## src/rtl/fifo_pkg.sv

```systemverilog
// -----------------------------------------------------------------------------
// fifo_pkg
// Shared definitions for the dual-clock FIFO slice: the reset-sequencer state
// encoding and the default sequencer timing constants.
// -----------------------------------------------------------------------------
package fifo_pkg;

    // Reset sequencer states, 3-bit encoding.
    typedef enum logic [2:0] {
        IDLE     = 3'd0,
        ASSERT   = 3'd1,
        WAIT_LOW = 3'd2,
        RELEASE  = 3'd3,
        DONE     = 3'd4
    } rst_seq_state_t;

    // Default number of clk cycles the FIFO reset is held low.
    localparam int RST_HOLD_CYC    = 8;
    // Default acknowledge wait limit (timeout build only).
    localparam int RST_TIMEOUT_CYC = 1024;
    // Default sequencer counter width.
    localparam int RST_CNT_W       = 11;

endpackage : fifo_pkg

```

## src/rtl/sync_2ff.sv

```systemverilog
// -----------------------------------------------------------------------------
// sync_2ff
// Generic single-bit two-flop level synchronizer with a configurable reset
// value. Reusable for any slow level crossing into the clk_i domain.
//
// Ports:
//   clk_i  in  1  destination clock
//   rst_i  in  1  synchronous, active-high reset (loads RST_VAL)
//   d_i    in  1  asynchronous level input
//   q_o    out 1  synchronized level, two clk_i cycles after d_i changes
// -----------------------------------------------------------------------------
module sync_2ff #(
    parameter logic RST_VAL = 1'b1
) (
    input  logic clk_i,
    input  logic rst_i,
    input  logic d_i,
    output logic q_o
);

    logic meta_q;
    logic sync_q;

    // Two-stage capture of the asynchronous level; first stage may go metastable.
    always_ff @(posedge clk_i) begin
        if (rst_i) begin
            meta_q <= RST_VAL;
            sync_q <= RST_VAL;
        end else begin
            meta_q <= d_i;
            sync_q <= meta_q;
        end
    end

    assign q_o = sync_q;

endmodule : sync_2ff

```

## src/rtl/fifo_rst_seq.sv

```systemverilog
// -----------------------------------------------------------------------------
// fifo_rst_seq
// Single-clock reset sequencer for the dual-clock FIFO. Asserts fifo_rst_n,
// holds it for HOLD_CYC cycles, waits until both FIFO domains report reset,
// releases it, waits until both domains report out of reset, then pulses
// rst_done. Power-up (and any rst) runs a full sequence automatically.
//
// Optional feature macro: FIFO_RST_SEQ_TIMEOUT_EN
//   Defined   : acknowledge waits are bounded by TIMEOUT_CYC; on expiry the
//               sequence retries from ASSERT and sticky rst_err is raised.
//   Undefined : acknowledge waits are unbounded and rst_err does not exist.
//
// Ports:
//   clk          in  1  system clock
//   rst          in  1  synchronous, active-high reset
//   rst_req      in  1  single-cycle request, accepted only in IDLE
//   wr_rst_n_in  in  1  write-domain synchronized reset level (async to clk)
//   rd_rst_n_in  in  1  read-domain synchronized reset level (async to clk)
//   fifo_rst_n   out 1  registered active-low FIFO reset
//   rst_busy     out 1  registered, high whenever state != IDLE
//   rst_done     out 1  registered single-cycle completion pulse
//   rst_err      out 1  sticky timeout flag (timeout build only)
// -----------------------------------------------------------------------------
module fifo_rst_seq
    import fifo_pkg::*;
#(
    parameter int HOLD_CYC    = RST_HOLD_CYC,
    parameter int TIMEOUT_CYC = RST_TIMEOUT_CYC,
    parameter int CNT_W       = RST_CNT_W
) (
    input  logic clk,
    input  logic rst,
    input  logic rst_req,
    input  logic wr_rst_n_in,
    input  logic rd_rst_n_in,
    output logic fifo_rst_n,
    output logic rst_busy,
    output logic rst_done
`ifdef FIFO_RST_SEQ_TIMEOUT_EN
    ,
    output logic rst_err
`endif
);

    // Reject parameter sets whose counter cannot reach its terminal counts.
    if ((HOLD_CYC < 32'sd1) || (CNT_W < 32'sd1) || (CNT_W > 32'sd30) ||
        ((32'sd1 <<< CNT_W) <= HOLD_CYC) || ((32'sd1 <<< CNT_W) <= TIMEOUT_CYC)) begin : g_bad_params
        $error("fifo_rst_seq: invalid HOLD_CYC/TIMEOUT_CYC/CNT_W combination");
    end

    localparam logic [CNT_W-1:0] CNT_ZERO  = {CNT_W{1'b0}};
    localparam logic [CNT_W-1:0] CNT_MAX   = {CNT_W{1'b1}};
    localparam logic [CNT_W-1:0] CNT_ONE   = CNT_W'(32'd1);
    localparam logic [CNT_W-1:0] HOLD_LAST = CNT_W'(HOLD_CYC - 32'sd1);
`ifdef FIFO_RST_SEQ_TIMEOUT_EN
    localparam logic [CNT_W-1:0] TMO_LAST  = CNT_W'(TIMEOUT_CYC - 32'sd1);
`endif

    // Counter increment that sticks at all-ones instead of wrapping.
    function automatic logic [CNT_W-1:0] sat_inc(input logic [CNT_W-1:0] v);
        return (v == CNT_MAX) ? v : (v + CNT_ONE);
    endfunction

    rst_seq_state_t   state_q, state_d;
    logic [CNT_W-1:0] cnt_q, cnt_d;
    logic             fifo_rst_n_q, fifo_rst_n_d;
    logic             busy_q, busy_d;
    logic             done_q, done_d;
    logic             wr_s, rd_s;
`ifdef FIFO_RST_SEQ_TIMEOUT_EN
    logic             err_q, err_d;
`endif

    sync_2ff #(.RST_VAL(1'b1)) u_sync_wr (
        .clk_i (clk),
        .rst_i (rst),
        .d_i   (wr_rst_n_in),
        .q_o   (wr_s)
    );

    sync_2ff #(.RST_VAL(1'b1)) u_sync_rd (
        .clk_i (clk),
        .rst_i (rst),
        .d_i   (rd_rst_n_in),
        .q_o   (rd_s)
    );

    // Next-state, counter and output decode; outputs derive from state_d so
    // the registered outputs line up with the registered state.
    always_comb begin
        state_d = state_q;
        cnt_d   = cnt_q;
`ifdef FIFO_RST_SEQ_TIMEOUT_EN
        err_d   = err_q;
`endif
        case (state_q)
            IDLE: begin
                cnt_d = CNT_ZERO;
                if (rst_req) begin
                    state_d = ASSERT;
                end else begin
                    state_d = IDLE;
                end
            end
            ASSERT: begin
                if (cnt_q == HOLD_LAST) begin
                    cnt_d   = CNT_ZERO;
                    state_d = WAIT_LOW;
                end else begin
                    cnt_d   = sat_inc(cnt_q);
                end
            end
            WAIT_LOW: begin
                if (!wr_s && !rd_s) begin
                    cnt_d   = CNT_ZERO;
                    state_d = RELEASE;
`ifdef FIFO_RST_SEQ_TIMEOUT_EN
                end else if (cnt_q == TMO_LAST) begin
                    err_d   = 1'b1;
                    cnt_d   = CNT_ZERO;
                    state_d = ASSERT;
                end else begin
                    cnt_d   = sat_inc(cnt_q);
                end
`else
                end else begin
                    cnt_d   = CNT_ZERO;
                end
`endif
            end
            RELEASE: begin
                if (wr_s && rd_s) begin
                    cnt_d   = CNT_ZERO;
                    state_d = DONE;
`ifdef FIFO_RST_SEQ_TIMEOUT_EN
                end else if (cnt_q == TMO_LAST) begin
                    err_d   = 1'b1;
                    cnt_d   = CNT_ZERO;
                    state_d = ASSERT;
                end else begin
                    cnt_d   = sat_inc(cnt_q);
                end
`else
                end else begin
                    cnt_d   = CNT_ZERO;
                end
`endif
            end
            DONE: begin
                // A request landing here is dropped on purpose: only IDLE accepts.
                cnt_d   = CNT_ZERO;
                state_d = IDLE;
            end
            default: begin
                // Unused encodings recover through a fresh, reset-asserted sequence.
                cnt_d   = CNT_ZERO;
                state_d = ASSERT;
            end
        endcase

        fifo_rst_n_d = !((state_d == ASSERT) || (state_d == WAIT_LOW));
        busy_d       = (state_d != IDLE);
        done_d       = (state_d == DONE);
    end

    // State and output registers; rst lands in ASSERT with the FIFO reset low.
    always_ff @(posedge clk) begin
        if (rst) begin
            state_q      <= ASSERT;
            cnt_q        <= CNT_ZERO;
            fifo_rst_n_q <= 1'b0;
            busy_q       <= 1'b1;
            done_q       <= 1'b0;
`ifdef FIFO_RST_SEQ_TIMEOUT_EN
            err_q        <= 1'b0;
`endif
        end else begin
            state_q      <= state_d;
            cnt_q        <= cnt_d;
            fifo_rst_n_q <= fifo_rst_n_d;
            busy_q       <= busy_d;
            done_q       <= done_d;
`ifdef FIFO_RST_SEQ_TIMEOUT_EN
            err_q        <= err_d;
`endif
        end
    end

    assign fifo_rst_n = fifo_rst_n_q;
    assign rst_busy   = busy_q;
    assign rst_done   = done_q;
`ifdef FIFO_RST_SEQ_TIMEOUT_EN
    assign rst_err    = err_q;
`endif

endmodule : fifo_rst_seq

```

## config.mk

```make
export PLATFORM = sky130hd
export DESIGN_NAME = fifo_rst_seq
export DESIGN_NICKNAME = d
export VERILOG_FILES = /design/src/rtl/fifo_pkg.sv /design/src/rtl/sync_2ff.sv /design/src/rtl/fifo_rst_seq.sv
export SDC_FILE = /design/constraint.sdc
export NUM_CORES = 1
export LEC_CHECK = 0
export ABC_AREA = 1
export CORE_ASPECT_RATIO = 0.7
export CORE_MARGIN = 2
export CORE_UTILIZATION = 50
export DETAILED_ROUTE_END_ITERATION = 8
export PLACE_DENSITY = 0.8
export SYNTH_ARGS = -nofsm -noshare
export SYNTH_HDL_FRONTEND = slang
export SYNTH_SLANG_ARGS = --single-unit
```

## constraint.sdc

```tcl
create_clock -name clk -period 1.4 [get_ports clk]
set_input_delay 0.14 -clock clk [delete_from_list [all_inputs] [get_ports clk]]
set_output_delay 0.14 -clock clk [all_outputs]
set_load 0.03 [all_outputs]
```

Word-level counts from Yosys, hierarchy flattened

Cells that the tools add are included.

Reductions and logical operators: 9
Add/sub/neg operators: 1
Multiplexer cells: 5
Equality and inequality tests: 9
Bitwise gates (word level): 1

Operator list:

| cell                                           | count |
|---|---|
| case mux 3 bit (5 select lines)                | 1 |
| adder 11 x 1 -> 11 bit, second input constant  | 1 |
| == test 11 bit, second input constant          | 1 |
| == test 11 x 3 -> 1 bit, second input constant | 1 |
| == test 3 x 2 -> 1 bit, second input constant  | 3 |
| two-way mux 3 bit                              | 3 |
| == test 3 x 1 -> 1 bit, second input constant  | 2 |
| == test 3 bit, second input constant           | 2 |
| zero test 1 bit                                | 3 |
| zero test 3 bit                                | 1 |
| nonzero test 3 bit                             | 1 |
| OR reduction 3 bit                             | 1 |
| logical AND 1 bit                              | 2 |
| logical OR 1 bit                               | 1 |
| two-way mux 1 bit                              | 1 |
| NOT 1 bit                                      | 1 |

Output and inout port bits: 3
Logic and storage cells: 34
Flip-flop bits (word level): 21
Bits of input ports: 5

Longest topological paths before layout

Gate-level depths: netlist (run 1).

Word-level depth: 7
Depth in mapped cells: 9
Mapped depth without buffers: 9

Modules after synthesis

Synthesis (run 1) repeated with hierarchy kept, for this count alone.

Cell total of the unflattened synthesis: 134
Area total of the unflattened synthesis: 955.9 µm²

By module, submodules not included:

| module       | seq. area each (µm²) | area each (µm²) | times used | cells an instance |
|---|---|---|---|---|
| fifo_rst_seq | 340.3                | 838.3           | 1          | 120 |
| sync_2ff     | 40.0                 | 58.8            | 2          | 7 |

Worst setup path after synthesis (run 1)

OpenSTA, ideal clock, no wires.

Kind: reg2reg
From: reg cnt_q[0]
To: reg cnt_q[5]
Required time: 1.276 ns
Buffers on the path: 0
Setup time: 0.124 ns
Data arrival time: 1.221 ns
Clock period less this slack: 1.346 ns
Path slack: 0.054 ns
Stages on the path, launching flop included: 9
Cell sequence: dfxtp_1 -> ha_1 -> nand2_2 -> nor2_1 -> nand2_1 -> nand2_2 -> inv_1 -> nand2_4 -> a31oi_1

Longest elaborated chain between the ends: 2
Elaborated cells on any way between the ends: 4
Those cells by class: add/sub: 1; eq/ne: 2; reduce/logical: 1

RTL lines:

| element                                                        | line                | source |
|---|---|---|
| start, declared                                                | fifo_rst_seq.sv:65  | `logic [CNT_W-1:0] cnt_q, cnt_d;` |
| start signal, assigned                                         | fifo_rst_seq.sv:179 | `cnt_q <= cnt_d;` |
| branches (longest 2 deep; another with adder 11 x 1 -> 11 bit) | -                   |  |

Parallel ways; which one is timed is not known.
A chain may end at the register's enable or synchronous reset.

Worst setup path after layout (run 1)

From: reg cnt_q[5]
To: reg cnt_q[9]

The elaborated chain is that of the path after synthesis.

==> impl_metrics.py, run 1 <==
metrics = {
    "run_status": {
        "status": "finished, final reports clean",
    },
    "routing": {
        "top_layer": "met4",
        "ant_nets": 0,
        "routed-wl-met2_mm": 1.10,
        "drt_iter0_drc": 52,
        "routed_wire_length_per_instance_um": 13.4,
        "wl_mm": 2.31,
        "vias": 919,
        "vias_per_cell": 5.34,
        "drc": 0,
        "met3_length_um": 173,
        "drt-met1-wl_mm": 1.02,
        "dr.pass1.iters": 4,
    },
    "die": {
        "die_h_um": 41.3,
        "die_area_sq_um": 2370,
        "start_util": 0.532,
        "coreArea_sq_um": 1870,
        "die_w_um": 57.3,
        "rows": 13,
        "io_pins": 8,
    },
    "power": {
        "p_comb_frac": 0.098,
        "seq_power_share": 0.617,
        "power.total_mw": 1.01,
        "vdd_drop_max_mv": 0.756,
        "internal_power_uw": 767,
        "swShare": 0.244,
        "power.density_nw_per_um2": 827,
        "p_sw_uw": 248,
        "power.share.clock": 0.285,
        "p_leak_nw": 0.561,
    },
    "clock_network": {
        "clk_pin_slew_ns": 0.11,
        "cts_buffers": 3,
        "insertion_delay_ns": 0.31,
        "htree_levels": 1,
        "clock-root-buffer": "clkbuf_4",
        "clk_path_buf_depth": 2,
        "clkSinkCount": 21,
        "cts_tree": "yes",
    },
    "yosys": {
        "synthMuxAreaShare": 0,
        "synth_area_leader_cell": "dfxtp_1",
        "synth_top_family_by_area": "simple AND/OR/NAND/NOR gates",
        "yosys.area_share.simple": 0.371,
        "synthTopCellsByCount": "nand2_1, dfxtp_1, inv_1, nor2_1, nand3_1",
        "yosysUniqueCellTypes": 27,
        "synth_compound_area_frac": 0.0854,
        "synth_edf_count": 0,
        "ys_seq_area_frac": 0.422,
        "synth_warnings": 0,
        "synthTopCellsByArea": "dfxtp_1, nand2_1, inv_1",
        "syn_nets": 138,
        "synth_most_common_cell": "nand2_1",
        "synthArstFlopShare": 0,
        "syn_area_sq_um": 996,
        "yosys.area_share.xor_xnor": 0.0264,
        "syn_avg_cell_area_sq_um": 7.55,
        "synth_top_flop_cell": "dfxtp_1",
        "ys_ff_latch": 21,
        "synthAdderAreaFrac": 0.0126,
        "syn_inst": 132,
        "netlist.area_leader.share": 0.422,
    },
    "setup_path": {
        "worstRegToRegCells": 7,
        "worstSetupPathType": "flip-flop to flip-flop",
        "endpoint_kind": "flip-flop",
        "cp-start-kind": "flip-flop",
        "crit_arrival_ns": 1.65,
        "required_ns": 1.66,
        "cp_max_fo": 6,
        "reg2reg_from": "cnt_q[5]$_SDFFE_PP0P_",
        "r2r_slack_ns": 0.01,
        "r2r_end": "cnt_q[9]$_SDFFE_PP0P_",
    },
    "global_route": {
        "grt_pass1_wl_mm": 3.15,
        "grt-ovfl-total": 0,
        "grt_max_degree": 13,
        "antenna_found_initial": 0,
        "grtUsageTotal": 0.184,
        "grt_pass1_vias": 726,
    },
    "timing": {
        "period_needed_ns": 1.39,
        "slew_headroom": 0.801,
        "whs_ns": 0.387,
        "maxSlewViolCount": 0,
        "hold_viol": 0,
        "setup_violations": 0,
        "final.setup.worst_slack_ns": 0.0138,
        "worst_pin_slew_ns": 0.298,
        "fmax_ghz": 0.721,
        "min_period_over_period": 0.990,
        "finClkSkew_ns": 0.00323,
    },
    "hold_path": {
        "min_to": "u_sync_rd.meta_q$_SDFF_PP1_",
        "hp-start": "rd_rst_n_in",
        "holdPathStages": 2,
        "worstHoldPathType": "primary input to flip-flop",
    },
    "place": {
        "numPortBuffers": 7,
        "place_area_sq_um": 1120,
        "gp_congestion": 0.902,
        "place_hpwl_mm": 1.52,
        "dp_slack_ns": -0.0655,
        "placed_cells": 164,
    },
    "layout": {
        "area_growth_pct": 23.2,
        "final_cell_area_sq_um": 1230,
        "insertedDiodeCount": 0,
        "layout.cells.non_filler": 172,
        "layout-drive-gt1-share": 0.240,
        "fin_nets": 157,
    },
    "flow_run": {
        "cap_violations": 0,
    },
}
==> cell usage in the layout (no fill, tap or decap), types with 4 or more instances in the layout <==
| master | n |
|---|---|
| dfxtp_1 | 16 |
| nand2_1 | 26 |
| nor2_1 | 17 |
| or2_2 | 4 |
| nand3_1 | 10 |
| buf_4 | 6 |
| dfxtp_2 | 4 |
| clkdlybuf4s50_1 | 4 |
| inv_1 | 17 |
| a21oi_1 | 5 |
| o21ai_0 | 4 |
==> power groups by stage <==
stage	logic, mW	registers (mW)	clock network, mW
floorplan	0.0424	0.642	0
detailed placement	0.0871	0.636	0
global route	0.111	0.627	0.324
global placement	0.0856	0.635	0
CTS	0.0878	0.623	0.286
finish	0.0994	0.626	0.290
==> cells by family after synthesis <==
kind of cell / Yosys count
AND/OR/NAND/NOR: 73
flip-flops: 21
buffers and inverters: 20
AO/OA/AOI/OAI: 14
XOR/XNOR: 3
adder cells (fa/ha/maj): 1
==> metal layers <==
layer | vias to the layer above | track usage
met3 | 5 | 0.0586
li1 | 460 | -
met2 | 37 | 0.290
met5 | - | 0
met1 | 417 | 0.250
met4 | 0 | 0.0465
==> metrics by stage <==
step                setup TNS, ns  utilization
finish                          0        0.656
floorplan                       0            -
CTS                             0        0.616
global placement                0        0.597
detailed placement         -0.106        0.597
global route              -0.0549        0.656
==> flip-flops by register name, indices dropped and copies added, names as in the netlist <==
signal	count
rst_done	1
state_q	3
u_sync_wr.q_o	1
u_sync_rd.q_o	1
cnt_q	11
fifo_rst_n	1
u_sync_wr.meta_q	1
rst_busy	1
u_sync_rd.meta_q	1
==> worst max path at each step <==
stage,from,endpoint,cells after the start
after global placement,cnt_q[1]$_SDFFE_PP0P_,cnt_q[0]$_SDFFE_PP0P_,7
after floorplan,cnt_q[0]$_SDFFE_PP0P_,cnt_q[5]$_SDFFE_PP0P_,8
after detailed placement,cnt_q[1]$_SDFFE_PP0P_,cnt_q[1]$_SDFFE_PP0P_,7
after CTS,cnt_q[0]$_SDFFE_PP0P_,cnt_q[8]$_SDFFE_PP0P_,7
after global routing,cnt_q[5]$_SDFFE_PP0P_,cnt_q[4]$_SDFFE_PP0P_,5
final,cnt_q[5]$_SDFFE_PP0P_,cnt_q[9]$_SDFFE_PP0P_,7
==> cell type report <==
cell class                 count  area [sq um]
clock buffer                   3          22.5
clock inverter                 1          5.00
fill                         144           643
sequential                    21           429
tap                           22          27.5
multi-input combinational     92           533
inverter                      18          67.6
timing repair buffer          15           143
==> repair_timing <==
action                                  CTS  global route
gates cloned                              0             1
endpoints found under the setup margin    7            12
setup buffers                             0             3
hold buffers                              0             0
gates resized for setup                   6            11
endpoints found under the hold margin     0             0
pin swaps                                 0             4
==> worst max-delay path, stage by stage, from the launching register on <==
cell and delay (ns):
dfxtp_4 0.39, nand2_1 0.09, nor3_4 0.30, nand4_4 0.20, buf_12 0.18, nand3_2 0.06, nand3_2 0.06, inv_1 0.06
Note: power is estimated with default switching activity, not from simulation.
==> run 2: changes to the inputs <==
--- a/config.mk
+++ b/config.mk
@@ -7,10 +7,11 @@
 export LEC_CHECK = 0
 export ABC_AREA = 1
 export CORE_ASPECT_RATIO = 0.7
-export CORE_MARGIN = 2
+export CORE_MARGIN = 5
 export CORE_UTILIZATION = 50
 export DETAILED_ROUTE_END_ITERATION = 8
 export PLACE_DENSITY = 0.8
+export RECOVER_POWER = 25
 export SYNTH_ARGS = -nofsm -noshare
 export SYNTH_HDL_FRONTEND = slang
 export SYNTH_SLANG_ARGS = --single-unit
==> impl_metrics.py, run 2 (synthesized netlist as in run 1, its figures left out) <==
metrics = {
    "layout": {
        "final_cell_mix": "nand2_1, inv_1, nor2_1",
        "largest_reg_flops": 11,
        "layout-drive-gt1-share": 0.268,
        "insertedDiodeCount": 0,
        "top_register": "cnt_q",
        "fin_nets": 160,
        "final_common_cell": "nand2_1",
        "reg_top3": "cnt_q: 11 flops, state_q: 3 flops",
        "area_growth_pct": 25.0,
        "layout.cells.non_filler": 175,
        "final_cell_area_sq_um": 1240,
    },
    "timing": {
        "fin_tns_setup_ns": 0,
        "slew_headroom": 0.792,
        "period_needed_ns": 1.37,
        "finClkSkew_ns": 0.00133,
        "fmax_ghz": 0.732,
        "setup_violations": 0,
        "final.setup.worst_slack_ns": 0.0341,
        "maxSlewViolCount": 0,
        "worst_pin_slew_ns": 0.311,
        "hold_viol": 0,
        "rsz0062_at_grt": "yes",
        "min_period_over_period": 0.976,
    },
    "die": {
        "rows": 13,
        "die_h_um": 47.3,
        "io_pins": 8,
        "coreArea_sq_um": 1870,
        "die_area_sq_um": 3000,
        "die_w_um": 63.3,
        "start_util": 0.532,
    },
    "setup_path": {
        "r2r_slack_ns": 0.03,
        "cp_max_fo": 3,
        "endpoint_kind": "flip-flop",
        "worstRegToRegCells": 7,
        "required_ns": 1.64,
        "crit_arrival_ns": 1.60,
        "worstSetupPathType": "flip-flop to flip-flop",
        "cp-start-kind": "flip-flop",
    },
    "routing": {
        "drc": 0,
        "wl_mm": 2.16,
        "routed-wl-met2_um": 885,
        "vias_per_cell": 5.08,
        "vias": 889,
        "drt_iter0_drc": 49,
        "drt-met1-wl_mm": 1.10,
        "ant_nets": 0,
        "routed_wire_length_per_instance_um": 12.3,
        "top_layer": "met4",
        "met3_length_um": 132,
        "dr.pass1.iters": 4,
    },
    "global_route": {
        "grtUsageTotal": 0.149,
        "grt_pass1_wl_mm": 3.37,
        "grt_pass1_vias": 760,
        "antenna_found_initial": 0,
        "grt_max_degree": 12,
        "grt-ovfl-total": 0,
    },
    "clock_network": {
        "clkSinkCount": 21,
        "clk_path_buf_depth": 2,
        "cts_buffers": 3,
        "insertion_delay_ns": 0.30,
        "clk_pin_slew_ns": 0.11,
        "clock-root-buffer": "clkbuf_4",
        "cts_tree": "yes",
        "postCtsHoldBufs": 0,
        "htree_levels": 1,
    },
    "place": {
        "place_area_sq_um": 1120,
        "dp_slack_ns": -0.0620,
        "gp_congestion": 0.869,
        "numPortBuffers": 7,
        "place_hpwl_mm": 1.52,
        "placed_cells": 164,
    },
    "power": {
        "p_leak_nw": 0.567,
        "power.density_nw_per_um2": 811,
        "vdd_drop_max_mv": 0.607,
    },
    "hold_path": {
        "holdPathStages": 2,
        "worstHoldPathType": "primary input to flip-flop",
    },
    "run_status": {
        "status": "finished, final reports clean",
    },
    "flow_run": {
        "cap_violations": 0,
    },
}
-- run 2: changes by cell type in the layout (fill, tap and decap cells not counted), sizes merged --
| cell | change |
|---|---|
| buf | +2 |
| clkbuf | +2 |
| clkdlybuf4s50 | -1 |
| clkinv | -1 |
| dlygate4sd3 | +1 |
| nand2 | -1 |
| nand4 | +1 |
-- run 2: worst paths after layout --
| path | start | end |
|---|---|---|
| hold / removal | rd_rst_n_in | u_sync_rd.meta_q$_SDFF_PP1_ |
| setup reg to reg | cnt_q[1]$_SDFFE_PP0P_ | cnt_q[8]$_SDFFE_PP0P_ |
| setup / recovery | cnt_q[1]$_SDFFE_PP0P_ | cnt_q[8]$_SDFFE_PP0P_ |
| hold reg to reg | u_sync_rd.meta_q$_SDFF_PP1_ | u_sync_rd.q_o$_SDFF_PP1_ |
-- run 2: what timing repair did --
item | in CTS | in global routing
buffers inserted | 0 | 6
pin swaps | 0 | 5
gates cloned | 0 | 1
setup endpoints to repair | 5 | 13
gates resized for setup | 5 | 15
-- run 2: cell type report --
class	count	area (sq um)
Sequential cell	21	430
Fill cell	141	626
Multi-Input combinational cell	92	544
Clock buffer	4	26.3
Inverter	18	67.6
Timing Repair Buffer	18	149
Tap cell	22	27.5
-- run 2: stage by stage --
stage / total power, mW / util / hold WS (ns)
after floorplan: 0.684 / - / 0.244
after CTS: 1.01 / 0.615 / 0.386
after global routing: 1.05 / 0.666 / 0.386
after global placement: 0.720 / 0.597 / 0.394
after detailed placement: 0.722 / 0.597 / 0.398
final: 1.01 / 0.666 / 0.390
-- run 2: worst max-delay path: stages (launching register included) --
cell,delay (ns)
dfxtp_2,0.37
ha_4,0.15
nand2_4,0.06
nor2_4,0.17
buf_6,0.12
nand2_2,0.05
or2_1,0.26
a31oi_2,0.13
-- run 2: per-layer routing --
| metal | vias to the layer above | track usage |
|---|---|---|
| li1 | 469 | - |
| met1 | 388 | 0.204 |
| met2 | 26 | 0.209 |
| met3 | 6 | 0.0550 |
| met4 | 0 | 0.0747 |
| met5 | - | 0 |
-- run 2: report_power, final --
group	switching (mW)	leakage [nW]	total [mW]	internal (mW)
registers	0.0125	0.174	0.625	0.613
clock network	0.177	0.0150	0.288	0.111
logic	0.0480	0.379	0.0957	0.0477
